==> config.mk <==
export PLATFORM = sky130hd
export DESIGN_NAME = mem_arbiter
export DESIGN_NICKNAME = d
export VERILOG_FILES = /design/src/rtl/mem_arbiter.sv
export SDC_FILE = /design/constraint.sdc
export NUM_CORES = 1
export LEC_CHECK = 0
export BUFFER_PORTS_ARGS = -buffer_cell sky130_fd_sc_hd__buf_2
export CORE_AREA = 3 3 106 108
export CTS_CLUSTER_DIAMETER = 80
export DETAILED_ROUTE_END_ITERATION = 16
export DIE_AREA = 0 0 109 111
export HOLD_SLACK_MARGIN = 0.12
export SETUP_SLACK_MARGIN = 0.02
export SLEW_MARGIN = 30
export SYNTH_ARGS = -nofsm -noshare
export SYNTH_HDL_FRONTEND = slang
export SYNTH_SLANG_ARGS = --single-unit
export TNS_END_PERCENT = 10
==> constraint.sdc <==
create_clock -name clk -period 2 [get_ports clk]
set_input_delay 0.3 -clock clk [delete_from_list [all_inputs] [get_ports clk]]
set_output_delay 0.3 -clock clk [all_outputs]
set_load 0.05 [all_outputs]
==> src/rtl/mem_arbiter.sv <==
// mem_arbiter
// Shares one memory port between the instruction-cache refill port (read
// only) and the data port (read/write). Data requests have priority, but an
// instruction request that is kept waiting sees at most MAX_RUN consecutive
// data grants before it is served. A grant lasts until the memory returns
// mem_ready, and each transaction is followed by one idle bubble cycle.
//
// Ports
//   clk, rst          clock; synchronous active-high reset
//   i_valid, i_addr   instruction request (read only)
//   i_ready, i_rdata  instruction completion pulse and read data
//   d_valid, d_addr,  data request; d_wstrb == 0 means read
//   d_wdata, d_wstrb
//   d_ready, d_rdata  data completion pulse and read data
//   mem_valid, mem_addr, mem_wdata, mem_wstrb   memory request
//   mem_ready, mem_rdata                        memory completion and data
module mem_arbiter #(
  parameter int MAX_RUN  = 4,
  parameter int RUN_BITS = 3
) (
  input  logic        clk,
  input  logic        rst,
  input  logic        i_valid,
  output logic        i_ready,
  input  logic [31:0] i_addr,
  output logic [31:0] i_rdata,
  input  logic        d_valid,
  output logic        d_ready,
  input  logic [31:0] d_addr,
  input  logic [31:0] d_wdata,
  input  logic [3:0]  d_wstrb,
  output logic [31:0] d_rdata,
  output logic        mem_valid,
  input  logic        mem_ready,
  output logic [31:0] mem_addr,
  input  logic [31:0] mem_rdata,
  output logic [31:0] mem_wdata,
  output logic [3:0]  mem_wstrb
);

  typedef enum logic [1:0] {
    IDLE  = 2'd0,
    GNT_I = 2'd1,
    GNT_D = 2'd2
  } state_t;

  localparam logic [RUN_BITS-1:0] RUN_LIMIT = RUN_BITS'(MAX_RUN);

  state_t              state, state_next;
  logic [RUN_BITS-1:0] run_cnt, run_cnt_next;

  always_ff @(posedge clk) begin
    if (rst) begin
      state   <= IDLE;
      run_cnt <= '0;
    end else begin
      state   <= state_next;
      run_cnt <= run_cnt_next;
    end
  end

  // run_cnt counts data grants completed while an instruction request was
  // waiting; once it reaches MAX_RUN the next contested grant goes to the
  // instruction side.
  always_comb begin
    state_next   = state;
    run_cnt_next = run_cnt;
    case (state)
      IDLE: begin
        if (d_valid && i_valid && (run_cnt >= RUN_LIMIT)) begin
          state_next = GNT_I;
        end else if (d_valid) begin
          state_next = GNT_D;
        end else if (i_valid) begin
          state_next = GNT_I;
        end
      end
      GNT_I: begin
        if (mem_ready) begin
          state_next   = IDLE;
          run_cnt_next = '0;
        end
      end
      GNT_D: begin
        if (mem_ready) begin
          state_next = IDLE;
          if (!i_valid) begin
            run_cnt_next = '0;
          end else if (run_cnt < RUN_LIMIT) begin
            run_cnt_next = run_cnt + 1'b1;
          end
        end
      end
      default: begin
        state_next   = IDLE;
        run_cnt_next = '0;
      end
    endcase
  end

  // Address/data follow the owner's live inputs even if it drops valid
  // early; the grant itself only ends on mem_ready.
  always_comb begin
    mem_valid = (state != IDLE);
    mem_addr  = 32'd0;
    mem_wdata = 32'd0;
    mem_wstrb = 4'd0;
    case (state)
      GNT_I: begin
        mem_addr = i_addr;
      end
      GNT_D: begin
        mem_addr  = d_addr;
        mem_wdata = d_wdata;
        mem_wstrb = d_wstrb;
      end
      default: begin
        mem_addr = 32'd0;
      end
    endcase
  end

  assign i_ready = mem_ready && (state == GNT_I);
  assign d_ready = mem_ready && (state == GNT_D);
  assign i_rdata = mem_rdata;
  assign d_rdata = mem_rdata;

endmodule

==> Yosys cells after proc, flatten, opt, wreduce, memory -nomap -nowiden <==
Index checks and enable logic that the tools add are counted.
Widths: inputs -> output; s select.
{ "totals": {"register_bits": 5, "latchBits": 0, "mem_bits_rw": 0, "mem_bits_ro": 0, "in_bits": 137, "output_inout_bits": 135, "elab_cells": 35, "n_memories": 0} }
{ "op_classes": {"add_sub_neg": 1, "multipliers": 0, "div_mod_pow": 0, "order_cmp": 2, "eq_ne": 7, "n_shift": 0, "mux": 13, "bitwise": 1, "n_reduce_logical": 9} }
{ "op_table": {"columns": ["op", "n"], "rows": [
  ["$pmux 32 s2", 1],
  ["$mux 32", 1],
  ["$mux 3", 4],
  ["$pmux 3 s3", 1],
  ["$mux 2", 4],
  ["$logic_and 1x1->1", 4],
  ["$mux 4", 1],
  ["$ne 2x2->1 const B", 2],
  ["$ne 4x4->1 const B", 1],
  ["$pmux 2 s2", 1],
  ["$reduce_and 4->1", 1],
  ["$add 3x1->3 const B", 1],
  ["$ge 3x3->1 const B", 1],
  ["$lt 3x3->1 const B", 1],
  ["$ne 3x3->1 const B", 1],
  ["$eq 2x1->1 const B", 1],
  ["$eq 2x2->1 const B", 1],
  ["$logic_not 2->1", 1],
  ["$ne 2x1->1 const B", 1],
  ["$reduce_and 2->1", 1],
  ["$reduce_bool 2->1", 1],
  ["$reduce_or 2->1", 1],
  ["$not 1->1", 1]
]} }

==> Logic depth before layout (Yosys ltp) <==
Gate-level depths: netlist of the first run.
{ "depth": {"depth_word": 5, "ltp_mapped": 6, "ltp_nobuf": 5} }

==> Worst setup path after synthesis of the first run <==
No wires, ideal clock.
{ "synth_timing": {"kind": "register to output", "startpoint": "register state[1]", "endpoint": "output port mem_addr[0]", "arrival_time_ns": 1.691, "path_slack_ns": 0.009, "path_stages_with_launch": 5, "n_path_buf": 1, "path_cell_list": "dfxtp_1 > inv_1 > ha_1 > clkbuf_1 > nor2b_1"} }
{ "synth_between": {"elab_chain_len": 2, "word_cells_on_any_way": 3} }
{ "synth_rtl": {"columns": ["item", "line_no", "source"], "rows": [
  ["start: declaration", "49", "state_t state, state_next;"],
  ["start signal: assignment", "57", "state <= state_next;"],
  ["$eq 2x2->1 or $eq 2x1->1 (tied branches)", "108", "case (state)"],
  ["$pmux 32 s2 *", "108", null],
  ["end: declaration", "35", "output logic [31:0] mem_addr,"]
]} }
Mark *: on every way between the ends. The rest lies on a longest branch, timed or not.

==> Worst setup path after layout of the first run <==
{ "layout_timing": {"startpoint": "register state[0]", "endpoint": "output port mem_addr[10]"} }
Same word-level chain as after synthesis.

==> results of run 1 <==
-- layer usage --
layer	global-route usage, %	share of wire [%]	vias up
met5	0	0	-
met4	2.61	2.2	0
met3	2.21	9.6	24
met2	14.7	49	89
met1	9.51	39	812
li1	-	-	878
-- cells in the final DEF (no fill, tap or decap) --
master	netlist	routed
buf_8	0	1
o21ai_0	2	2
buf_6	1	3
nand2b_1	3	3
buf_2	9	145
o2111ai_1	1	1
nor2b_1	34	31
nor3b_1	1	1
buf_4	64	29
ha_1	5	4
o21ba_1	1	1
clkbuf_1	5	1
nor2_1	1	1
a311oi_1	1	1
inv_1	4	4
buf_12	0	2
a31oi_1	1	1
and2_1	38	38
ha_4	0	1
nand4_1	1	1
o2bb2ai_1	2	2
dfxtp_1	5	5
o21bai_1	1	1
nor2b_2	0	3
clkbuf_4	0	1
clkbuf_8	0	3
a22oi_1	32	32
nor4_4	1	1
nand2_1	2	2
a311oi_2	1	1
a21oi_1	2	2
-- through the flow --
stage	power, W	utilization (%)	cell area [um^2]	std cells
after floorplan	0.000926	-	1590	218
after global placement	0.000797	20.8	2150	456
after detailed placement	0.000810	20.8	2150	456
after CTS	0.00102	21.9	2270	460
after global routing	0.00109	22.3	2300	460
final	0.00102	22.3	2300	460
-- worst register-to-register path, stage by stage, from the launching register on --
cell and delay [ns]:
dfxtp_1 0.36, inv_1 0.10, ha_1 0.23, buf_4 0.17, o21ba_1 0.22, a311oi_2 0.30
o2bb2ai_1 0.09
-- final timing paths --
kind,start,endpoint,cells after the start
setup / recovery,state[0],mem_addr[10],6
hold reg to reg,run_cnt[1],run_cnt[1],2
hold / removal,rst,state[1],2
setup reg to reg,state[1],run_cnt[0],6
-- where the power goes --
| group | switching, W | internal (W) | total (W) |
|---|---|---|---|
| registers | 0.00000317 | 0.000104 | 0.000107 |
| logic | 0.000457 | 0.000270 | 0.000727 |
| clock network | 0.0000499 | 0.000137 | 0.000187 |
-- sequential cells by signal, summed over array words and instances (netlist names) --
signal   flops
run_cnt      3
state        2
-- kinds of logic after synthesis --
family | after synthesis
adders and majority gates | 5
AOI/OAI and AO/OA | 44
buffers and inverters | 83
DFF | 5
and+or+nand+nor | 81
-- cell usage after synthesis --
cell	count	share of area [%]
a21oi_1	2	0.63
a22oi_1	32	15
a311oi_1	1	0.55
a311oi_2	1	0.95
a31oi_1	1	0.40
and2_1	38	15
buf_2	9	2.8
buf_4	64	30
buf_6	1	0.71
clkbuf_1	5	1.2
dfxtp_1	5	6.3
ha_1	5	4.0
inv_1	4	0.95
nand2_1	2	0.47
nand2b_1	3	1.2
nand4_1	1	0.40
nor2_1	1	0.24
nor2b_1	34	13
nor3b_1	1	0.47
nor4_4	1	1.3
o2111ai_1	1	0.55
o21ai_0	2	0.63
o21ba_1	1	0.63
o21bai_1	1	0.47
o2bb2ai_1	2	1.1
-- area by class of cell --
cell class,count,area (um^2),area share [%]
clock buffer,4,45.0,1.96
multi-input combinational,130,932,40.5
sequential,5,100,4.35
inverter,4,15.0,0.652
tap,136,170,7.39
timing repair buffer,181,1040,45.2
-- what timing repair did --
| item | CTS | global route |
|---|---|---|
| hold endpoints to repair | 0 | 0 |
| pin swaps | 0 | 0 |
| gates resized for setup | 28 | 10 |
| setup endpoints to repair | 28 | 29 |
==> impl_metrics.json, run 1 <==
{
  "gp_congestion": 0.718,
  "leakage_nw": 1.18,
  "max_cap_violations": 0,
  "path_clk_slew_ns": 0.03,
  "areaGrowthSynthToFinish_pct": 45.5,
  "synth-simple-area-share_pct": 32.6,
  "critPathTopFamily": "buffers and inverters",
  "power_density_nw_per_um2": 444,
  "outcome": "complete, no violations",
  "dp_hpwl_mm": 4.62,
  "synth_compound_area_share_pct": 21.1,
  "drive_gt1_share_pct": 58.6,
  "ios": 272,
  "grt_overflow_total": 0,
  "postCtsHoldBufs": 0,
  "yosysSeqAreaShare_pct": 6.32,
  "grt.total_usage_pct": 8.30,
  "synth_xor_area_share_pct": 0,
  "final_nets": 467,
  "grt_first_pass_wirelength_mm": 8.29,
  "cts_tree": "built",
  "skew_ns": 0.00105,
  "critPathMaxFanout": 8,
  "hold_ws_ns": 0.331,
  "die_area_um2": 12100,
  "pre_cts_ws_ns": 0.206,
  "dieWidth_um": 109,
  "synth.distinct_cells": 25,
  "cpMaxStageDelayCell": "dfxtp_1",
  "core_area_um2": 10300,
  "nFillCells": 1142,
  "setup_ws_ns": 0.108,
  "synth.area.mux_share_pct": 0,
  "grt_max_degree": 41,
  "crit_arrival_ns": 1.59,
  "dr_total_vias": 1803,
  "diodes": 0,
  "synth_nets": 360,
  "cts.sinks": 5,
  "setup_violations": 0,
  "holdCritPathClass": "in -> reg",
  "crit_buf_inv": 3,
  "firstDrtPassIters": 4,
  "clockRootBuffer": "clkbuf_8",
  "cts_buffer_depth": 2,
  "drtAntennaViolNets": 0,
  "antenna_found_initial": 0,
  "reg2reg_slack_ns": 0.40,
  "synth_fa_ha_area_share_pct": 3.95,
  "cts_setup_buffers": 0,
  "num_rows": 37,
  "start_util_pct": 15.3,
  "ys_warn_count": 0,
  "maxSlewHeadroom_pct": 81.6,
  "wl_mm": 5.63,
  "synth.avg_cell_area_um2": 7.26,
  "fin_crit_ns": 1.89,
  "syn_inst": 218,
  "tns_ns": 0,
  "cts.htree.levels": 1,
  "drt-initial-drc-count": 53,
  "cp.required_ns": 1.70,
  "critPathKind": "reg -> out",
  "crit_chain": "inv_1 > ha_1 > buf_4 > a22oi_1 > nor2b_2 > clkbuf_4",
  "cts_buffers": 3,
  "worstSkewPairLatency_ns": 0.22,
  "vias_per_cell": 3.92,
  "io_buffers": 175,
  "wl_per_cell_um": 12.2,
  "maxSlewViolCount": 0,
  "critPathLaunchType": "register",
  "max_stage_delay_ns": 0.33,
  "drc": 0,
  "rsz0062_at_grt": "yes",
  "worst_pin_slew_ns": 0.275,
  "synth_area_um2": 1580,
  "ys_ff_latch": 5,
  "synth_top_family_by_area": "buffers and inverters",
  "end_kind": "primary output",
  "finalHoldViolCount": 0,
  "grt_pass1_vias": 1691,
  "irDropWorstVdd_uv": 313,
  "fmax_ghz": 0.528,
  "die_h_um": 111,
  "fin_crit_sh_pct": 94.6
}
Note: power is estimated with default switching activity, not from simulation.
==> inputs of run 2 (changes only) <==
SETUP_SLACK_MARGIN = 0.4   (was 0.02)
==> impl_metrics.json, run 2 (synthesis results as in run 1) <==
{
  "layout_common_cells": "buf_2 (108), buf_4 (39), and2_1 (38), buf_6 (30), nor2b_2 (25)",
  "fin_crit_sh_pct": 87.8,
  "path_clk_slew_ns": 0.04,
  "crit_arrival_ns": 1.46,
  "maxSlewHeadroom_pct": 81.6,
  "max_stage_delay_ns": 0.36,
  "wl_per_cell_um": 16.7,
  "ios": 272,
  "regMostFlops": "run_cnt",
  "cpMaxStageDelayCell": "dfxtp_4",
  "tns_ns": 0,
  "fin_crit_ns": 1.76,
  "final_core_util_pct": 28.8,
  "setup_violations": 0,
  "rr_worst_depth": 6,
  "die_area_um2": 12100,
  "cts.htree.levels": 1,
  "fmax_ghz": 0.570,
  "critPathKind": "reg -> out",
  "max_cap_violations": 0,
  "whs_endpoint": "state[1]",
  "dpl_cell_area_um2": 2270,
  "grt_overflow_total": 0,
  "min_path_cells": 2,
  "cp.required_ns": 1.70,
  "clockRootBuffer": "clkbuf_8",
  "grt.total_usage_pct": 11.8,
  "num_rows": 37,
  "reg_top3": "run_cnt: 3 flops, state: 2 flops",
  "dr_total_vias": 1925,
  "r2r_start": "state[1]",
  "dieWidth_um": 109,
  "start_util_pct": 15.3,
  "critPathTopFamily": "buffers and inverters",
  "largest_reg_flops": 3,
  "rsz0062_at_grt": "yes",
  "gp_congestion": 0.830,
  "io_buffers": 175,
  "finalHoldViolCount": 0,
  "wl_mm": 7.80,
  "holdCritPathClass": "in -> reg",
  "firstDrtPassIters": 4,
  "grt_max_degree": 25,
  "skew_ns": 0.00165,
  "dp_hpwl_mm": 5.75,
  "final_area_um2": 2970,
  "final_nets": 475,
  "critPathMaxFanout": 9,
  "leakage_nw": 1.32,
  "final_common_cell": "buf_2",
  "drc": 0,
  "r2r_end": "run_cnt[0]",
  "die_h_um": 111,
  "worst_pin_slew_ns": 0.278,
  "cts.sinks": 5,
  "power_density_nw_per_um2": 424,
  "drive_gt1_share_pct": 77.7,
  "crit_buf_inv": 3,
  "vias_per_cell": 4.11,
  "areaGrowthSynthToFinish_pct": 87.6,
  "irDropWorstVdd_uv": 155,
  "maxSlewViolCount": 0,
  "cts_buffer_depth": 2,
  "p_total_w": 0.00126,
  "critPathLaunchType": "register",
  "core_area_um2": 10300,
  "outcome": "complete, no violations",
  "diodes": 0,
  "cts_buffers": 3,
  "antenna_found_initial": 1,
  "min_from": "rst",
  "cts_tree": "built",
  "grt_pass1_vias": 2087,
  "crit_chain": "inv_4 > ha_4 > buf_8 > a22oi_1 > nor2b_2 > buf_6",
  "end_kind": "primary output",
  "drtAntennaViolNets": 0,
  "hold_ws_ns": 0.315,
  "worstSkewPairLatency_ns": 0.22,
  "grt_first_pass_wirelength_mm": 11.0,
  "drt-initial-drc-count": 58,
  "reg2reg_slack_ns": 0.42
}
## run 2: how the worst max path moves through the flow
stage / depth (start not counted) / slack [ns] / to / from
floorplan: 3 / 0.23 / mem_addr[3] / state[1]
global placement: 6 / 0.32 / mem_addr[11] / state[1]
detailed placement: 6 / 0.26 / mem_addr[13] / state[1]
CTS: 5 / 0.24 / mem_addr[0] / state[0]
global route: 6 / 0.19 / mem_addr[8] / state[0]
finish: 6 / 0.24 / mem_addr[3] / state[0]
## run 2: worst reg2reg max path: stages (launching register included)
cell and delay, ns:
dfxtp_4 0.36, buf_4 0.15, ha_4 0.18, buf_4 0.17
o21ba_1 0.22, a311oi_2 0.29, o2bb2ai_1 0.10
## run 2: timing repair
action,4_1_cts,5_1_grt
pin swaps,3,7
cloned,3,2
gates resized for setup,138,11
hold buffers,0,0
buffers inserted,2,0
setup endpoints to repair,73,72
## run 2: report_power, final
group / leakage, nW / internal [W] / switching [W]
logic: 1.26 / 0.000421 / 0.000539
registers: 0.0420 / 0.000104 / 0.00000651
clock network: 0.0228 / 0.000137 / 0.0000519
## run 2: layout make-up
| cell class | count | area [um^2] |
|---|---|---|
| fillers | 1104 | 7350 |
| repair buffers | 189 | 1430 |
| multi-input cells | 130 | 1200 |
| well taps | 136 | 170 |
| flip-flops and latches | 5 | 108 |
| clock buffers | 4 | 45.0 |
| inverters | 4 | 20.0 |
## run 2: metal layers
| metal | GRT usage, % | vias up | wire length (um) | share of wire (%) |
|---|---|---|---|---|
| li1 | - | 898 | - | - |
| met1 | 11.8 | 875 | 2700 | 35 |
| met2 | 22.6 | 108 | 4050 | 52 |
| met3 | 2.15 | 42 | 768 | 9.8 |
| met4 | 6.06 | 2 | 269 | 3.4 |
| met5 | 0 | - | 13 | 0.17 |
## run 2: metrics by stage
step           setup WS (ns)  instances
6_report               0.244        468
5_1_grt                0.191        468
4_1_cts                0.244        466
3_5_place_dp           0.261        457
3_3_place_gp           0.319        457
2_1_floorplan          0.226        218
==> inputs of run 3 (changes only) <==
clock period = 1.7 ns   (was 2 ns; I/O delays follow)
==> impl_metrics.json, run 3 (synthesis results as in run 1) <==
{
  "p_total_w": 0.00168,
  "areaGrowthSynthToFinish_pct": 119,
  "gp_congestion": 0.849,
  "leakage_nw": 1.46,
  "vias_per_cell": 4.10,
  "r2r_start": "state[0]",
  "final_nets": 473,
  "die_h_um": 111,
  "ios": 272,
  "reg_top3": "run_cnt: 3 flops, state: 2 flops",
  "min_from": "rst",
  "grt_overflow_total": 0,
  "antenna_found_initial": 0,
  "start_util_pct": 15.3,
  "final_common_cell": "buf_2",
  "layout_common_cells": "buf_2 (104), buf_8 (47), nor2b_4 (33), a22oi_2 (32), buf_6 (23)",
  "max_stage_delay_ns": 0.37,
  "num_rows": 37,
  "fin_crit_ns": 1.71,
  "crit_arrival_ns": 1.45,
  "crit_chain": "inv_4 > ha_4 > clkbuf_16 > a22oi_2 > nor2b_4 > buf_6",
  "wl_mm": 7.53,
  "wl_per_cell_um": 16.2,
  "worstSkewPairLatency_ns": 0.22,
  "worst_pin_slew_ns": 0.276,
  "cts_tree": "built",
  "end_kind": "primary output",
  "skew_ns": 0.00169,
  "cts.sinks": 5,
  "critPathLaunchType": "register",
  "critPathMaxFanout": 14,
  "dr_total_vias": 1910,
  "postCtsHoldBufs": 0,
  "violations": "negative setup slack",
  "drc": 0,
  "largest_reg_flops": 3,
  "firstDrtPassIters": 4,
  "min_path_cells": 2,
  "outcome": "complete, but fails checks",
  "max_cap_violations": 0,
  "maxSlewViolCount": 0,
  "cp.required_ns": 1.44,
  "irDropWorstVdd_uv": 252,
  "critPathKind": "reg -> out",
  "cts.htree.levels": 1,
  "finalHoldViolCount": 0,
  "cts_buffers": 3,
  "grt_pass1_vias": 1992,
  "setup_violations": 3,
  "grt.total_usage_pct": 10.7,
  "cpMaxStageDelayCell": "dfxtp_4",
  "die_area_um2": 12100,
  "grt_max_degree": 41,
  "final_core_util_pct": 33.6,
  "io_buffers": 175,
  "regMostFlops": "run_cnt",
  "r2r_end": "run_cnt[0]",
  "clockRootBuffer": "clkbuf_8",
  "dp_hpwl_mm": 5.69,
  "drtAntennaViolNets": 0,
  "fin_crit_sh_pct": 101,
  "rr_worst_depth": 6,
  "whs_endpoint": "state[1]",
  "fmax_ghz": 0.585,
  "rsz0062_at_grt": "yes",
  "power_density_nw_per_um2": 484,
  "drive_gt1_share_pct": 92.4,
  "core_area_um2": 10300,
  "setup_ws_ns": -0.00882,
  "diodes": 0,
  "drt-initial-drc-count": 83,
  "cts_buffer_depth": 2,
  "grt_first_pass_wirelength_mm": 10.3,
  "holdCritPathClass": "in -> reg",
  "maxSlewHeadroom_pct": 81.6,
  "path_clk_slew_ns": 0.03,
  "dieWidth_um": 109,
  "reg2reg_slack_ns": 0.14
}
run 3: metrics by stage:
stage	cells	area (um^2)	TNS [ns]	setup slack, ns	hold WS [ns]
floorplan	218	2190	0	0.264	0.314
global placement	457	2710	0	0.104	0.467
detailed placement	457	2710	0	0.0712	0.489
CTS	463	3380	-0.267	-0.0308	0.271
global route	466	3470	-1.50	-0.0632	0.312
finish	466	3470	-0.0129	-0.00882	0.280
run 3: how the worst max path moves through the flow:
stage | start | end | slack [ns] | cells past startpoint
6_report | state[0] | mem_addr[17] | -0.009 | 6
5_1_grt | state[0] | mem_addr[19] | -0.06 | 6
4_1_cts | state[0] | mem_addr[14] | -0.03 | 5
3_5_place_dp | state[1] | mem_addr[3] | 0.07 | 6
3_3_place_gp | state[0] | mem_addr[11] | 0.10 | 6
2_1_floorplan | state[1] | mem_addr[0] | 0.26 | 4
run 3: metal layers:
metal  vias to the layer above  GRT usage, %  wire (um)  part of all wire, %
met4                         0          4.97        277                  3.7
li1                        890             -          -                    -
met5                         -             0          0                    0
met3                        37          1.86        770                   10
met2                       131          19.6       3810                   51
met1                       852          11.5       2670                   35
run 3: report_power, final:
part / internal [W] / switching [W] / leakage [nW] / total, W
Combinational: 0.000640 / 0.000693 / 1.39 / 0.00133
Sequential: 0.000122 / 0.00000776 / 0.0420 / 0.000130
Clock: 0.000161 / 0.0000567 / 0.0228 / 0.000218
Total: 0.000923 / 0.000757 / 1.46 / 0.00168
run 3: repair_timing:
action / in CTS / in global routing
pin swaps: 10 / 11
gates resized for setup: 189 / 10
gates cloned: 0 / 2
endpoints found under the hold margin: 0 / 0
buffers inserted: 2 / 1
setup endpoints to repair: 76 / 76
run 3: area by class of cell:
type                       count  area, um^2
clock buffer                   4        45.0
fill                        1055        6850
inverter                       4        22.5
multi-input combinational    130        1430
sequential                     5         108
tap                          136         170
timing repair buffer         187        1690
run 3: worst max-delay path, delay by kind of cell (launching register included):
kind / cells / cell delay [ns]
AOI/OAI and AO/OA: 1 / 0.23
adders and majority gates: 1 / 0.18
buffers and inverters: 3 / 0.39
DFF: 1 / 0.37
and+or+nand+nor: 1 / 0.06
